`config.mk`:
```
export PLATFORM = sky130hd
export DESIGN_NAME = stage_seq_ctrl
export DESIGN_NICKNAME = d
export VERILOG_FILES = /design/src/rtl/stage_seq_ctrl.sv
export SDC_FILE = /design/constraint.sdc
export NUM_CORES = 1
export LEC_CHECK = 0
export ABC_AREA = 1
export CAP_MARGIN = 20
export CORE_MARGIN = 2
export CORE_UTILIZATION = 47
export CTS_CLUSTER_SIZE = 8
export DETAILED_ROUTE_END_ITERATION = 10
export PLACE_DENSITY_LB_ADDON = 0.1
export SYNTH_ARGS = -nofsm -noshare
export SYNTH_HDL_FRONTEND = slang
export SYNTH_SLANG_ARGS = --single-unit
```
`constraint.sdc`:
```
create_clock -name clk -period 1.6 [get_ports clk]
set_input_delay 0.32 -clock clk [delete_from_list [all_inputs] [get_ports clk]]
set_output_delay 0.32 -clock clk [all_outputs]
set_load 0.1 [all_outputs]
```
`src/rtl/stage_seq_ctrl.sv`:
```
// stage_seq_ctrl
// Per-stage sequencer for a ping-pong SRAM pair. Each stage streams read
// addresses 0..len-1 out of the current source SRAM (select_sram) into the
// compute pipe. The matching write-back addresses come out PIPE_LAT cycles
// later, aimed at the opposite SRAM. When the pipe has drained, the block
// pulses new_stage_trigger with status=1. The downstream toggle register
// then swaps source and destination, and its select output comes back in on
// select_sram for the next stage. An abort ends the run with a status=0
// trigger and no swap.
//
// Ports
//   clk, rst            rising-edge clock, synchronous active-high reset
//   start, abort        one-cycle control pulses
//   cfg_num_stages      stages per run (latched at start)
//   cfg_stage_len       words per stage, 0..2^ADDR_W (latched at start)
//   select_sram         current source SRAM from the toggle register
//   proc_ready          compute pipe can accept a read this cycle
//   rd_en/rd_addr/rd_sram_sel   read side toward the source SRAM
//   wr_en/wr_addr/wr_sram_sel   write side toward the destination SRAM
//   new_stage_trigger/status    stage-boundary pulse and its qualifier
//   stage_idx, busy, done       run progress
//
// Handshake: a read is issued only in a cycle where rd_en=1. rd_en is never
// high while proc_ready=0. There is no back-pressure on the write side:
// wr_en is rd_en delayed exactly PIPE_LAT cycles.
module stage_seq_ctrl #(
  parameter int ADDR_W   = 8,
  parameter int STAGE_W  = 4,
  parameter int PIPE_LAT = 3
) (
  input  logic              clk,
  input  logic              rst,
  input  logic              start,
  input  logic              abort,
  input  logic [STAGE_W-1:0] cfg_num_stages,
  input  logic [ADDR_W:0]   cfg_stage_len,
  input  logic              select_sram,
  input  logic              proc_ready,
  output logic              rd_en,
  output logic [ADDR_W-1:0] rd_addr,
  output logic              rd_sram_sel,
  output logic              wr_en,
  output logic [ADDR_W-1:0] wr_addr,
  output logic              wr_sram_sel,
  output logic              new_stage_trigger,
  output logic              status,
  output logic [STAGE_W-1:0] stage_idx,
  output logic              busy,
  output logic              done
);

  // S_ABRT issues the status=0 trigger. S_ADRN waits for in-flight writes
  // to leave the pipe before the block returns to idle.
  typedef enum logic [2:0] {
    S_IDLE, S_ISSUE, S_DRAIN, S_SWAP, S_SYNC, S_FIN, S_ABRT, S_ADRN
  } state_t;

  localparam logic [ADDR_W:0]    CNT_ONE = {{ADDR_W{1'b0}}, 1'b1};
  localparam logic [STAGE_W-1:0] STG_ONE = {{(STAGE_W-1){1'b0}}, 1'b1};

  state_t              state, state_nxt;
  logic [STAGE_W-1:0]  num_stages_q;
  logic [ADDR_W:0]     stage_len_q;
  logic [ADDR_W:0]     rd_cnt;      // one bit wider so len=2^ADDR_W fits
  logic [PIPE_LAT-1:0] pipe_v;
  logic [ADDR_W-1:0]   pipe_a [PIPE_LAT];
  logic                pipe_empty;
  logic                last_rd;
  logic                abort_act;
  logic                last_stage;

  assign pipe_empty = (pipe_v == '0);
  assign last_rd    = ((rd_cnt + CNT_ONE) == stage_len_q);
  assign last_stage = ((stage_idx + STG_ONE) == num_stages_q);
  assign abort_act  = abort && (state == S_ISSUE || state == S_DRAIN ||
                                state == S_SWAP  || state == S_SYNC);

  // State register
  always_ff @(posedge clk) begin
    if (rst) state <= S_IDLE;
    else     state <= state_nxt;
  end

  // Next-state logic
  always_comb begin
    state_nxt = state;
    case (state)
      S_IDLE:  if (start) state_nxt = (cfg_num_stages == '0) ? S_FIN : S_ISSUE;
      S_ISSUE: begin
        if (abort_act)                state_nxt = S_ABRT;
        else if (stage_len_q == '0)   state_nxt = S_DRAIN;
        else if (rd_en && last_rd)    state_nxt = S_DRAIN;
      end
      S_DRAIN: begin
        if (abort_act)       state_nxt = S_ABRT;
        else if (pipe_empty) state_nxt = S_SWAP;
      end
      S_SWAP:  state_nxt = abort_act ? S_ABRT : S_SYNC;
      S_SYNC: begin
        if (abort_act)       state_nxt = S_ABRT;
        else if (last_stage) state_nxt = S_FIN;
        else                 state_nxt = S_ISSUE;
      end
      S_FIN:   state_nxt = S_IDLE;
      S_ABRT:  state_nxt = pipe_empty ? S_IDLE : S_ADRN;
      S_ADRN:  if (pipe_empty) state_nxt = S_IDLE;
      default: state_nxt = S_IDLE;
    endcase
  end

  // Output logic. rd_en is gated by abort in the same cycle, so no read
  // leaves the block from the abort cycle onward.
  always_comb begin
    rd_en             = (state == S_ISSUE) && proc_ready && !abort &&
                        (stage_len_q != '0);
    rd_addr           = rd_cnt[ADDR_W-1:0];
    rd_sram_sel       = select_sram;
    wr_en             = pipe_v[PIPE_LAT-1];
    wr_addr           = pipe_a[PIPE_LAT-1];
    wr_sram_sel       = ~select_sram;
    new_stage_trigger = (state == S_SWAP) || (state == S_ABRT);
    status            = (state == S_SWAP);
    busy              = (state != S_IDLE);
    done              = (state == S_FIN);
  end

  // Configuration, stage index and read counter
  always_ff @(posedge clk) begin
    if (rst) begin
      num_stages_q <= '0;
      stage_len_q  <= '0;
      stage_idx    <= '0;
      rd_cnt       <= '0;
    end else if (state == S_IDLE && start) begin
      num_stages_q <= cfg_num_stages;
      stage_len_q  <= cfg_stage_len;
      stage_idx    <= '0;
      rd_cnt       <= '0;
    end else if (rd_en) begin
      rd_cnt <= rd_cnt + CNT_ONE;
    end else if (state == S_SYNC && state_nxt == S_ISSUE) begin
      stage_idx <= stage_idx + STG_ONE;
      rd_cnt    <= '0;
    end
  end

  // Write-address delay line. The valid bit of each entry marks a real
  // write-back. The address travels with it.
  always_ff @(posedge clk) begin
    if (rst) begin
      pipe_v <= '0;
      for (int i = 0; i < PIPE_LAT; i++) pipe_a[i] <= '0;
    end else begin
      pipe_v[0] <= rd_en;
      pipe_a[0] <= rd_cnt[ADDR_W-1:0];
      for (int i = 1; i < PIPE_LAT; i++) begin
        pipe_v[i] <= pipe_v[i-1];
        pipe_a[i] <= pipe_a[i-1];
      end
    end
  end

endmodule

```
==> results.sh <==
export IMPL_status="finished with violations"
export IMPL_violations="setup timing"
export IMPL_setup_slack_ns=-0.126
export IMPL_finalCriticalPeriod_ns=1.73
export IMPL_h_tree_depth=2
export IMPL_clockRootBuffer="clkbuf_8"
export IMPL_synth_edf_count=0
export IMPL_skew_ns=0.0102
export IMPL_seq_area_frac_synth_pct=41.5
export IMPL_hold_depth=2
export IMPL_netlist_instances=375
export IMPL_cts_tree="yes"
export IMPL_end_kind="output pin"
export IMPL_cp_max_fo=3
export IMPL_clock_path_buffers=2
export IMPL_fin_crit_sh_pct=108
export IMPL_clkTransAtPathRegs_ns=0.10
export IMPL_crit_start="stage_len_q[3]$_SDFFE_PP0P_"
export IMPL_avgSynthCellArea_um2=7.20
export IMPL_swShare_pct=41.6
export IMPL_power_frac_comb_pct=50.6
export IMPL_hold_class="reg2reg"
export IMPL_cp_slowest_cell="dfxtp_1"
export IMPL_grt_max_degree=31
export IMPL_finalSetupTns_ns=-0.536
export IMPL_async_flop_share_pct=0
export IMPL_drc=0
export IMPL_ys_ff_latch=56
export IMPL_pwr_share_clk_pct=15.4
export IMPL_worst_pin_slew_ns=0.314
export IMPL_hold_viol=0
export IMPL_min_from="pipe_a[0][7]$_SDFF_PP0_"
export IMPL_antenna_found_initial=0
export IMPL_grt_usage_pct=22.0
export IMPL_p_per_area_nw_per_um2=1190
export IMPL_layout_drive_gt1_share_pct=40.7
export IMPL_cts_buffers=5
export IMPL_power_mw=5.09
export IMPL_path_cells="inv_1, nand3_1, nor2_4, nor2_4, buf_6, buf_12"
export IMPL_port_buffers=46
export IMPL_grt_pass1_wl_um=10900
export IMPL_p_int_mw=2.98
export IMPL_antenna_left=0
export IMPL_diodes=0
export IMPL_ff2ff_setup_slack_ns=-0.10
export IMPL_timing_rr_end="stage_idx[0]$_SDFFE_PP0P_"
export IMPL_p_sw_mw=2.12
export IMPL_worstSetupStartpointType="flip-flop"
export IMPL_globalplace_congestion=0.898
export IMPL_die_w_um=79.8
export IMPL_ir_drop_mv=0.800
export IMPL_cts_sinks=56
export IMPL_ys_types=32
export IMPL_synth_nets=396
export IMPL_crit_type="reg2out"
export IMPL_cpPeakStageDelay_ns=0.32
export IMPL_die_h_um=79.8
export IMPL_grt_overflow_total=0
export IMPL_final_common_cell="inv_1"
export IMPL_r2r_start="stage_idx[0]$_SDFFE_PP0P_"
export IMPL_cp_required_ns=1.28
export IMPL_fin_area_um2=4270
export IMPL_synth_flop_cell="dfxtp_1"
export IMPL_core_um2=5540
export IMPL_postRouteWirelength_um=7020
export IMPL_syn_area_um2=2700
export IMPL_dr_pass1_iters=4
export IMPL_cp_arrival_ns=1.41
export IMPL_fmaxAchievable_ghz=0.580
export IMPL_rows=27
export IMPL_whs_endpoint="pipe_a[0][15]$_SDFF_PP0_"
export IMPL_io_pins=47
export IMPL_finalSetupViolCount=10
export IMPL_power_leakage_nw=1.80
export IMPL_dpl_hpwl_um=4680
export IMPL_syn_to_final_growth_pct=58.1
export IMPL_final_nets=480
export IMPL_vias=2678
export IMPL_dieArea_um2=6360
export IMPL_layout_common_cells="49 x inv_1, 47 x nand2_1, 47 x buf_4"
export IMPL_drt_iter0_markers=162
export IMPL_slew_violations=0
export IMPL_start_util_pct=48.7
export IMPL_yosys_warnings=0
export IMPL_rr_worst_depth=10
export IMPL_rsz0062_at_grt="true"
export IMPL_cp_buffers_inverters=3
export IMPL_clock_latency_ns=0.31
export IMPL_cts_hold_buf=0
export IMPL_via_per_inst=5.04
export IMPL_seqPwrFrac_pct=34.0
export IMPL_hold_slack_ns=0.406
export IMPL_dp_slack_ns=-0.294
export IMPL_grt_pass1_vias=2543
export IMPL_cap_violations=0
export IMPL_relSlewSlack_pct=79.1
export IMPL_path_delay_family="simple AND/OR/NAND/NOR gates"
export IMPL_wl_per_cell_um=13.2
export IMPL_placedInstanceArea_um2=3770
export IMPL_path_common_cell="nor2_4"
flip-flops by register name, indices dropped and copies added (netlist names):
signal / count
stage_len_q: 9
stage_idx: 4
rd_cnt: 9
state: 3
pipe_a: 24
num_stages_q: 4
pipe_v: 3
cell usage after synthesis (5+ instances only):
master    instances  area (µm²)
inv_1            52         195
nand3_1          48         240
a21oi_1          24         120
nand4_1           6        37.5
buf_4            17         128
nor2_1           47         176
o21ai_0          15        75.1
dfxtp_1          56        1120
nand2_1          57         214
nand2_2          10        62.6
clkbuf_1          5        18.8
area by class of cell:
cell class,instances,area (µm²)
multi-input cells,233,1460
fillers,386,1270
repair buffers,103,1230
flip-flops and latches,56,1150
inverters,60,249
well taps,72,90.1
clock buffers,6,82.6
clock inverters,1,8.76
kinds of logic (layout without fill, tap and decap cells):
family                     count (synthesis)  in the layout  synth area share (%)
buffers and inverters                     86            170                  15.3
xor gates and xnor gates                   3              3                 0.974
DFF                                       56             56                  41.5
and+or+nand+nor                          184            184                  32.4
AOI/OAI and AO/OA                         44             44                  8.86
adders and majority gates                  2              2                 0.927
repair_timing:
action,4_1_cts,5_1_grt
resized for setup,33,49
endpoints found under the setup margin,9,20
buffers inserted,9,5
pin swaps,8,34
power groups by stage:
| stage | registers, mW | logic, mW | clock network [mW] |
|---|---|---|---|
| detailed placement | 1.73 | 2.11 | 0 |
| global route | 1.75 | 2.78 | 0.859 |
| finish | 1.73 | 2.58 | 0.787 |
| CTS | 1.72 | 2.33 | 0.801 |
| global placement | 1.73 | 2.09 | 0 |
| floorplan | 1.79 | 1.29 | 0 |
routing by layer:
layer  global-route usage (%)  share of wire [%]
met1                     27.4                 42
met2                     37.3                 50
met3                     4.86                5.5
met4                     7.97                2.8
met5                        0                  0
worst reg2reg max path, delay by kind of cell, from the launching register on:
kind,cells,cell delay [ns]
adder cells (fa/ha/maj),1,0.26
XOR/XNOR,1,0.12
flip-flops,1,0.38
AND/OR/NAND/NOR,4,0.31
buffers and inverters,2,0.25
AO/OA/AOI/OAI,2,0.31
through the flow:
| stage | std cells | util (%) |
|---|---|---|
| after floorplan | 375 | - |
| after global placement | 510 | 68.0 |
| after detailed placement | 510 | 68.0 |
| after CTS | 526 | 72.8 |
| after global routing | 531 | 77.0 |
| final | 531 | 77.0 |
worst max path at each step:
stage / endpoint / depth (start not counted)
3_5_place_dp: rd_en / 6
5_1_grt: state[0]$_SDFF_PP0_ / 15
3_3_place_gp: rd_en / 6
4_1_cts: rd_en / 7
2_1_floorplan: new_stage_trigger / 2
6_report: rd_en / 6
(Power assumes the default switching activity.)
